File: src/rtl/music_player.sv
// Song sequencer stepping a registered note ROM at a fixed tempo and driving a 50 % duty square wave.
// Define MUSIC_PLAYER_PAUSE_EN to add a pause input that freezes playback in place.
module music_player #(
   parameter int NOTE_W         = 32,
   parameter int DEPTH          = 384,
   parameter int NUM_SONGS      = 4,
   parameter int TICKS_PER_BEAT = 6_250_000,
   parameter int ROM_LAT        = 1,
   parameter int REST_CODE      = 2500,
   localparam int SONG_W        = (NUM_SONGS > 1) ? $clog2(NUM_SONGS) : 1,
   localparam int ADDR_W        = (DEPTH > 1) ? $clog2(DEPTH) : 1,
   localparam int BEAT_W        = (TICKS_PER_BEAT > 1) ? $clog2(TICKS_PER_BEAT) : 1
) (
   input  logic              clk,
   input  logic              rst_n,
   input  logic              start,
   input  logic              stop,
   input  logic              loop,
`ifdef MUSIC_PLAYER_PAUSE_EN
   input  logic              pause,
`endif
   input  logic [SONG_W-1:0] song_sel,
   output logic [SONG_W-1:0] rom_song,
   output logic [ADDR_W-1:0] rom_addr,
   input  logic [NOTE_W-1:0] rom_note,
   output logic              buzzer,
   output logic              busy,
   output logic              done
);

   typedef enum logic [1:0] {
      IDLE,
      PLAY,
      DRAIN
   } state_e;

   localparam logic [SONG_W:0]   SONGS_LIM  = (SONG_W+1)'(NUM_SONGS);
   localparam logic [ADDR_W-1:0] ADDR_LAST  = ADDR_W'(DEPTH - 1);
   localparam logic [BEAT_W-1:0] BEAT_LAST  = BEAT_W'(TICKS_PER_BEAT - 1);
   localparam logic [BEAT_W-1:0] BEAT_LOAD  = BEAT_W'(ROM_LAT);
   localparam logic [BEAT_W-1:0] DRAIN_LAST = BEAT_W'(ROM_LAT - 1);
   localparam logic [NOTE_W-1:0] REST_NOTE  = NOTE_W'(REST_CODE);

   state_e              state_q, state_d;
   logic [BEAT_W-1:0]   beat_q, beat_d;
   logic [ADDR_W-1:0]   addr_q, addr_d;
   logic [SONG_W-1:0]   song_q, song_d;
   logic [NOTE_W-1:0]   note_q, note_d;
   logic [NOTE_W-1:0]   period_q, period_d;
   logic [NOTE_W-1:0]   periodNext;
   logic                buzzer_q, buzzer_d;
   logic                busy_q, busy_d;
   logic                done_q, done_d;
   logic                paused;
   logic                songOk;

   function automatic logic isSilent(input logic [NOTE_W-1:0] n);
      return (n == '0) || (n == REST_NOTE);
   endfunction

`ifdef MUSIC_PLAYER_PAUSE_EN
   assign paused = pause && (state_q != IDLE);
`else
   assign paused = 1'b0;
`endif

   assign songOk = ({1'b0, song_sel} < SONGS_LIM);

   // Silent notes park the phase at 0 so the next audible note starts cleanly.
   always_comb begin
      periodNext = '0;
      if (!isSilent(note_q) && (period_q < note_q - NOTE_W'(1))) begin
         periodNext = period_q + NOTE_W'(1);
      end
   end

   always_comb begin
      state_d  = state_q;
      beat_d   = beat_q;
      addr_d   = addr_q;
      song_d   = song_q;
      note_d   = note_q;
      period_d = period_q;
      done_d   = 1'b0;
      if (stop) begin
         state_d  = IDLE;
         beat_d   = '0;
         note_d   = '0;
         period_d = '0;
      end else if (!paused) begin
         case (state_q)
            IDLE: begin
               if (start && songOk) begin
                  state_d  = PLAY;
                  song_d   = song_sel;
                  addr_d   = '0;
                  beat_d   = '0;
                  note_d   = '0;
                  period_d = '0;
               end
            end
            PLAY: begin
               period_d = periodNext;
               // Restarting the phase only on a changed note keeps repeated entries seamless.
               if (beat_q == BEAT_LOAD) begin
                  note_d = rom_note;
                  if (rom_note != note_q) begin
                     period_d = '0;
                  end
               end
               if (beat_q == BEAT_LAST) begin
                  beat_d = '0;
                  if (addr_q != ADDR_LAST) begin
                     addr_d = addr_q + ADDR_W'(1);
                  end else if (loop) begin
                     addr_d = '0;
                  end else if (ROM_LAT == 0) begin
                     state_d  = IDLE;
                     done_d   = 1'b1;
                     note_d   = '0;
                     period_d = '0;
                  end else begin
                     state_d = DRAIN;
                  end
               end else begin
                  beat_d = beat_q + BEAT_W'(1);
               end
            end
            DRAIN: begin
               period_d = periodNext;
               if (beat_q == DRAIN_LAST) begin
                  state_d  = IDLE;
                  done_d   = 1'b1;
                  beat_d   = '0;
                  note_d   = '0;
                  period_d = '0;
               end else begin
                  beat_d = beat_q + BEAT_W'(1);
               end
            end
            default: begin
               state_d = IDLE;
            end
         endcase
      end
      busy_d   = (state_d != IDLE);
      buzzer_d = busy_d && !paused && !isSilent(note_d) && (period_d < (note_d >> 1));
   end

   always_ff @(posedge clk or negedge rst_n) begin
      if (!rst_n) begin
         state_q  <= IDLE;
         beat_q   <= '0;
         addr_q   <= '0;
         song_q   <= '0;
         note_q   <= '0;
         period_q <= '0;
         buzzer_q <= 1'b0;
         busy_q   <= 1'b0;
         done_q   <= 1'b0;
      end else begin
         state_q  <= state_d;
         beat_q   <= beat_d;
         addr_q   <= addr_d;
         song_q   <= song_d;
         note_q   <= note_d;
         period_q <= period_d;
         buzzer_q <= buzzer_d;
         busy_q   <= busy_d;
         done_q   <= done_d;
      end
   end

   assign rom_song = song_q;
   assign rom_addr = addr_q;
   assign buzzer   = buzzer_q;
   assign busy     = busy_q;
   assign done     = done_q;

endmodule

File: config.mk
export PLATFORM = sky130hd
export DESIGN_NAME = music_player
export DESIGN_NICKNAME = d
export VERILOG_FILES = /design/src/rtl/music_player.sv
export SDC_FILE = /design/constraint.sdc
export NUM_CORES = 1
export LEC_CHECK = 0
export CAP_MARGIN = 20
export CORE_ASPECT_RATIO = 1.2
export CORE_MARGIN = 2
export CORE_UTILIZATION = 45
export DETAILED_ROUTE_END_ITERATION = 10
export PLACE_DENSITY = 0.69
export SLEW_MARGIN = 20
export SYNTH_ARGS = -nofsm -noshare
export SYNTH_HDL_FRONTEND = slang
export SYNTH_SLANG_ARGS = --single-unit
File: constraint.sdc
create_clock -name clk -period 6.1 [get_ports clk]
set_input_delay 0.61 -clock clk [delete_from_list [all_inputs] [get_ports clk]]
set_output_delay 0.61 -clock clk [all_outputs]
set_load 0.1 [all_outputs]
==> metrics.txt, run 1 <==
outcome=finished, final reports clean; CTS tree=done; Hold WS=0.253 ns; clk buf depth=2; H-tree depth=3; Clock Pin Slew Worst Setup and Hold Paths=roughly 0.080 ns; Worst R2R Setup Slack=0.13 ns; synthesized flop and latch total=103; critical path endpoint category=flop; fill count=approximately 1600; crit-path leading delay family=simple AND/OR/NAND/NOR gates; drt total wl=24.9 mm; Clock Sinks=~100; final clock skew=between 0.01 and 0.015 ns; max incr delay on CP=between 0.5 and 0.6 ns; post-synthesis cell count=964; I/O Buffers=52; Pre-antenna DRT Iters=6; Ports=53; Simple-Gate Fraction of Synth Area=26.6%; largest net degree at the start of global routing=60; placed instance area=just under 9000 um^2; area of the die=around 19000 um^2; Site Rows=53; FF-to-FF Start=note_q[11]; Avg Cell Area, Syn=8.43 um^2; crit-path max FO=6; DRC=0; Die H=151 um; Yosys warning total=0; most frequent cells in the layout=nand2_1, dfrtp_1, nor2_1; minimum clock period=5.97 ns; post-synthesis mux area share=0.785%; root buf cell=clkbuf_16; xor/xnor share of the synthesized area=7.00%; Max Cap Viol=0; WL per Instance=19.9 um; Max Slew Vio Count=0; Leak Pwr=approximately 4.4 nW; Initial DRC Count=713; ys async rst share=100%; Setup-failing EPs final=0; Worst EP required=between 6 and 7 ns; vias in the first global route=7028; register area share after synthesis=a little under a third; met3 wire length=between 1 and 1.5 mm; CP Class=flop to flop; estimated wirelength of the detail-placed design=18.2 mm; HP Class=input pin to asynchronous set/reset pin; Max VDD drop=0.000149 V; Routed Antenna Nets=0; Post-synth EDFFs=0; vias per cell=6.13; Pwr Density=165 nW/um^2; overall power=0.00159 W; multi-input logic area=5410 um^2; RSZ-0062 raised after global routing=true; critical path buffer and inverter count=1; initial antenna violation count=0; cts bufs inserted=9; Inserted Diodes=0; final hold violation count=0; DP Worst Slack=0.0438 ns; largest family of logic cells by synthesized area=simple AND/OR/NAND/NOR gates; WP data arrival=6.25 ns; CP max-delay cell=or4_4; Slew HR=32.1%; first-pass GRT wire length=about 38 mm; Worst Max-Slew Pin Slew=~1.0 ns; core area=17600 um^2; vias post-DR=~7700; metal2 WL=12.3 mm; GPL Wtd Cong=0.944; Die W=127 um; commonest non-fill, non-tap cell in the layout=nand2_1; Initial Util=46.1%; GRT overflow=0; Overall Global Routing Usage=between 20 and 30%; Synth Flop Type=dfrtp_1; post-synth top area share=31.7%; area added between synthesis and finish=18.0%; complex-gate fraction of the synthesized area=18.3%; Register Area=2580 um^2; Critical Path Start Type=flop; design area=9590 um^2; syn_nets=between 1000 and 1500; slack of the critical path=0.127 ns; clk_lat worst skew=0.37 ns; reg-to-reg critical path endpoint=buzzer; area leader, netlist=dfrtp_1; Final period util=97.9%; Post-layout nets=between 1000 and 1500; Max Fclk=between 0.15 and 0.2 GHz; max layer used=met4; r2r worst-path depth=25; share of cells above drive strength 1=12.4%; ranking of synthesized cells by area=dfrtp_1, ha_1, nand2_1, a21oi_1, xor2_1; met1 wire length=10.2 mm; Synth Area in Adders=10.9%; count of cell types in the netlist=76; Synth Cell Area=8130 um^2
==> through the flow <==
step	util [%]	cells	setup TNS (ns)
floorplan	-	964	0
global placement	50.6	1218	0
detailed placement	50.6	1218	0
CTS	52.3	1233	0
global route	54.4	1252	-0.149
finish	54.4	1252	0
==> metal layers <==
layer | global-route usage, % | up-vias
met2 | 43.4 | 306
li1 | - | 3641
met4 | 11.8 | 0
met5 | 0 | -
met3 | 3.11 | 65
met1 | 32.6 | 3665
==> worst register-to-register path: cells and delay by family, from the launching register on <==
kind                       cells  cell delay (ns)
adders and majority gates      2             0.60
and+or+nand+nor               11             2.65
buffers and inverters          1             0.21
DFF                            1             0.41
xor gates and xnor gates       1             0.15
AOI/OAI and AO/OA             10             1.87
==> synthesized netlist by cell type, drive strengths merged (25+ instances only) <==
cell type    n
o21ai       66
ha          71
a22oi       25
nand3       30
a21oi       70
xor2        40
nor4        32
dfrtp      103
nand2      107
nor2        78
xnor2       25
inv         48
nor3        27
==> how the worst max path moves through the flow <==
stage	start	to	slack, ns	depth (start not counted)
3_3_place_gp	note_q[7]	buzzer	0.19	21
4_1_cts	note_q[7]	buzzer	0.04	25
6_report	note_q[11]	buzzer	0.13	25
5_1_grt	note_q[11]	buzzer	-0.15	27
3_5_place_dp	note_q[7]	buzzer	0.04	25
2_1_floorplan	note_q[6]	buzzer	0.54	23
==> sequential cells by signal, indices dropped and copies added, names as in the netlist <==
register / flops
done: 1
buzzer: 1
state_q: 2
note_q: 32
rom_addr: 9
busy: 1
beat_q: 23
period_q: 32
rom_song: 2
==> logic make-up after synthesis <==
group	Yosys count
multiplexers	6
buffers and inverters	86
adder cells (fa/ha/maj)	71
AO/OA/AOI/OAI	235
flip-flops	103
AND/OR/NAND/NOR	398
XOR/XNOR	65
==> power breakdown <==
group | internal (W) | switching [W]
Combinational | 0.0000885 | 0.000182
Clock | 0.000325 | 0.000293
Sequential | 0.000691 | 0.00000790
Total | 0.00110 | 0.000483
==> final cells by class <==
type	instances	area share, %
Tap cell	220	2.87
Sequential cell	103	26.9
Inverter	48	1.88
Multi-Input combinational cell	777	56.3
Timing Repair Buffer	89	8.83
Clock inverter	6	0.809
Clock buffer	9	2.35
==> what timing repair did <==
action / 4_1_cts / 5_1_grt
endpoints found under the setup margin: 0 / 1
gates resized for setup: 0 / 47
buffers inserted: 0 / 15
hold buffers: 0 / 0
Power figures use the tool's default switching activity.
==> inputs of run 2 (changes only) <==
CORE_MARGIN = 10   (was 2)
==> run 2 against run 1 <==
Net effect: sequential share of layout area up 0.30 points; critical endpoint unchanged; non-clock buffer count down 9; worst setup slack better by 0.048 ns; cell count down 0.64%; clock power is 7.3% higher; register-to-register slack improved by 0.05 ns; clock skew down 0.0028 ns; largest power group unchanged; combinational power down 1%.
==> metrics.txt, run 2 (synthesis gave the netlist of run 1 again) <==
outcome=finished, final reports clean (unchanged); Max VDD drop=0.000157 V (was 0.000149 V); Max Slew Vio Count=0 (unchanged); core area=17600 um^2 (unchanged); drt total wl=25.0 mm (was 24.9 mm); WP data arrival=6.20 ns (was 6.25 ns); Int Pwr=0.00115 W (was 0.00110 W); H-tree depth=3 (unchanged); Placed Instances=1219 (was 1218); Max Cap Viol=0 (unchanged); clk buf depth=2 (unchanged); final hold violation count=0 (unchanged); Register Area=2580 um^2 (unchanged); Hold WS=0.293 ns (was 0.253 ns); clock share of power=40.7% (was 38.9%); commonest non-fill, non-tap cell in the layout=nand2_1 (unchanged); Post-layout nets=1129 (was 1138); multi-input logic area=5390 um^2 (was 5410 um^2); minimum clock period=5.92 ns (was 5.97 ns); NetSw=0.000476 W (was 0.000483 W); Leak Pwr=4.38 nW (was 4.44 nW); Initial DRC Count=717 (was 713); Pwr Density=172 nW/um^2 (was 165 nW/um^2); final clock skew=0.00940 ns (was 0.0122 ns); Inserted Diodes=0 (unchanged); RSZ-0062 raised after global routing=true (unchanged); Comb pwr share=16.4% (was 17.1%); Slew HR=19.1% (was 32.1%); most frequent cells in the layout=nand2_1, dfrtp_1, nor2_1 (unchanged); critical path endpoint category=flop (unchanged); Pre-antenna DRT Iters=5 (was 6); Ports=53 (unchanged); Initial Util=46.1% (unchanged); DRC=0 (unchanged); Setup-failing EPs final=0 (unchanged); CP Class=flop to flop (unchanged); fill count=1643 (was 1597); I/O Buffers=52 (unchanged); Overall Global Routing Usage=20.4% (was 25.5%); share of cells above drive strength 1=11.3% (was 12.4%); Final period util=97.1% (was 97.9%); Clock Sinks=103 (unchanged); switch share=29.2% (was 30.4%); Clock Pin Slew Worst Setup and Hold Paths=0.08 ns (about the same); first-pass GRT wire length=39.2 mm (was 38.1 mm); CTS tree=done (unchanged); clk_lat worst skew=0.36 ns (was 0.37 ns); crit-path max FO=8 (was 6); vias post-DR=7623 (was 7677); Die H=167 um (was 151 um); HP Class=input pin to asynchronous set/reset pin (unchanged); vias per cell=6.13 (about the same); Routed Antenna Nets=0 (unchanged); Critical Path Start Type=flop (unchanged); Non-Filler Instances=1244 (was 1252); WL per Instance=20.1 um (was 19.9 um); GPL Wtd Cong=1.00 (was 0.944); area of the die=23900 um^2 (was 19200 um^2); r2r worst-path depth=26 (was 25); root buf cell=clkbuf_16 (unchanged); cts bufs inserted=9 (unchanged); Final Util=53.8% (was 54.4%); area added between synthesis and finish=16.7% (was 18.0%); initial antenna violation count=0 (unchanged); Site Rows=53 (unchanged); Worst EP required=6.37 ns (was 6.38 ns); registers with the most flip-flops=note_q x32, period_q x32, beat_q x23 (unchanged); largest net degree at the start of global routing=54 (was 60); vias in the first global route=7288 (was 7028); Die W=143 um (was 127 um); estimated wirelength of the detail-placed design=18.7 mm (was 18.2 mm); sequential cell fraction of total power=42.9% (was 44.0%); Worst Max-Slew Pin Slew=1.20 ns (was 1.01 ns); final setup TNS=0 ns (unchanged); Max Fclk=0.169 GHz (was 0.167 GHz); GRT overflow=0 (unchanged); hold_buf cts=0 (unchanged)
run 2: path summary, 6_finish.rpt:
path / startpoint / end / slack, ns
setup / recovery: note_q[5] / buzzer / 0.18
max in group asynchronous: rst_n / rom_song[1] / 4.64
setup reg to reg: note_q[5] / buzzer / 0.18
hold reg to reg: rom_song[1] / rom_song[1] / 0.51
hold / removal: rst_n / period_q[18] / 0.29
min in group clk: rom_song[1] / rom_song[1] / 0.51
run 2: layer usage:
metal | vias to the layer above | routed length (um) | track usage, %
met5 | - | 0 | 0
met4 | 0 | 1490 | 11.6
met3 | 89 | 1510 | 2.63
met2 | 299 | 11900 | 33.0
met1 | 3604 | 10100 | 25.6
li1 | 3631 | - | -
run 2: through the flow:
step                power (W)  setup WS (ns)  instance area (um^2)
finish                0.00163          0.175                  9490
global route          0.00168        -0.0728                  9490
CTS                   0.00163         0.0185                  9250
detailed placement   0.000967      -0.000754                  8910
global placement     0.000965          0.148                  8910
floorplan            0.000861          0.536                  8130
run 2: power by group through the flow:
stage	clock network (W)	registers (W)	logic (W)
4_1_cts	0.000673	0.000698	0.000257
5_1_grt	0.000699	0.000700	0.000284
3_5_place_dp	0	0.000712	0.000255
3_3_place_gp	0	0.000712	0.000254
6_report	0.000662	0.000699	0.000267
2_1_floorplan	0	0.000761	0.000100
run 2: timing repair:
action / 4_1_cts / 5_1_grt
setup endpoints to repair: 1 / 1
buffers inserted: 0 / 7
pin swaps: 0 / 14
cloned: 0 / 2
resized for setup: 1 / 38
run 2: cell type report:
| class | count | share of cell area [%] |
|---|---|---|
| clock inverters | 5 | 0.936 |
| repair buffers | 80 | 7.68 |
| inverters | 48 | 1.90 |
| well taps | 220 | 2.90 |
| clock buffers | 11 | 2.56 |
| multi-input cells | 777 | 56.8 |
| flip-flops and latches | 103 | 27.2 |
run 2: critical path, cell delays in order (launching register included):
cell,delay [ns]
dfrtp_2,0.43
or3_4,0.42
nand3b_4,0.18
or3_4,0.44
or2_4,0.27
nor2_4,0.11
nand2_2,0.09
nor4_4,0.23
xnor2_1,0.12
ha_1,0.31
nand4_1,0.19
nor3_2,0.08
a221oi_2,0.31
o221a_4,0.30
o211ai_4,0.18
or3_1,0.40
a21oi_2,0.15
ha_1,0.26
a21oi_1,0.12
o21ai_1,0.07
a21oi_1,0.12
a21oi_1,0.09
a2111oi_1,0.34
buf_4,0.17
o311a_1,0.19
o21ai_1,0.10
a211oi_2,0.15
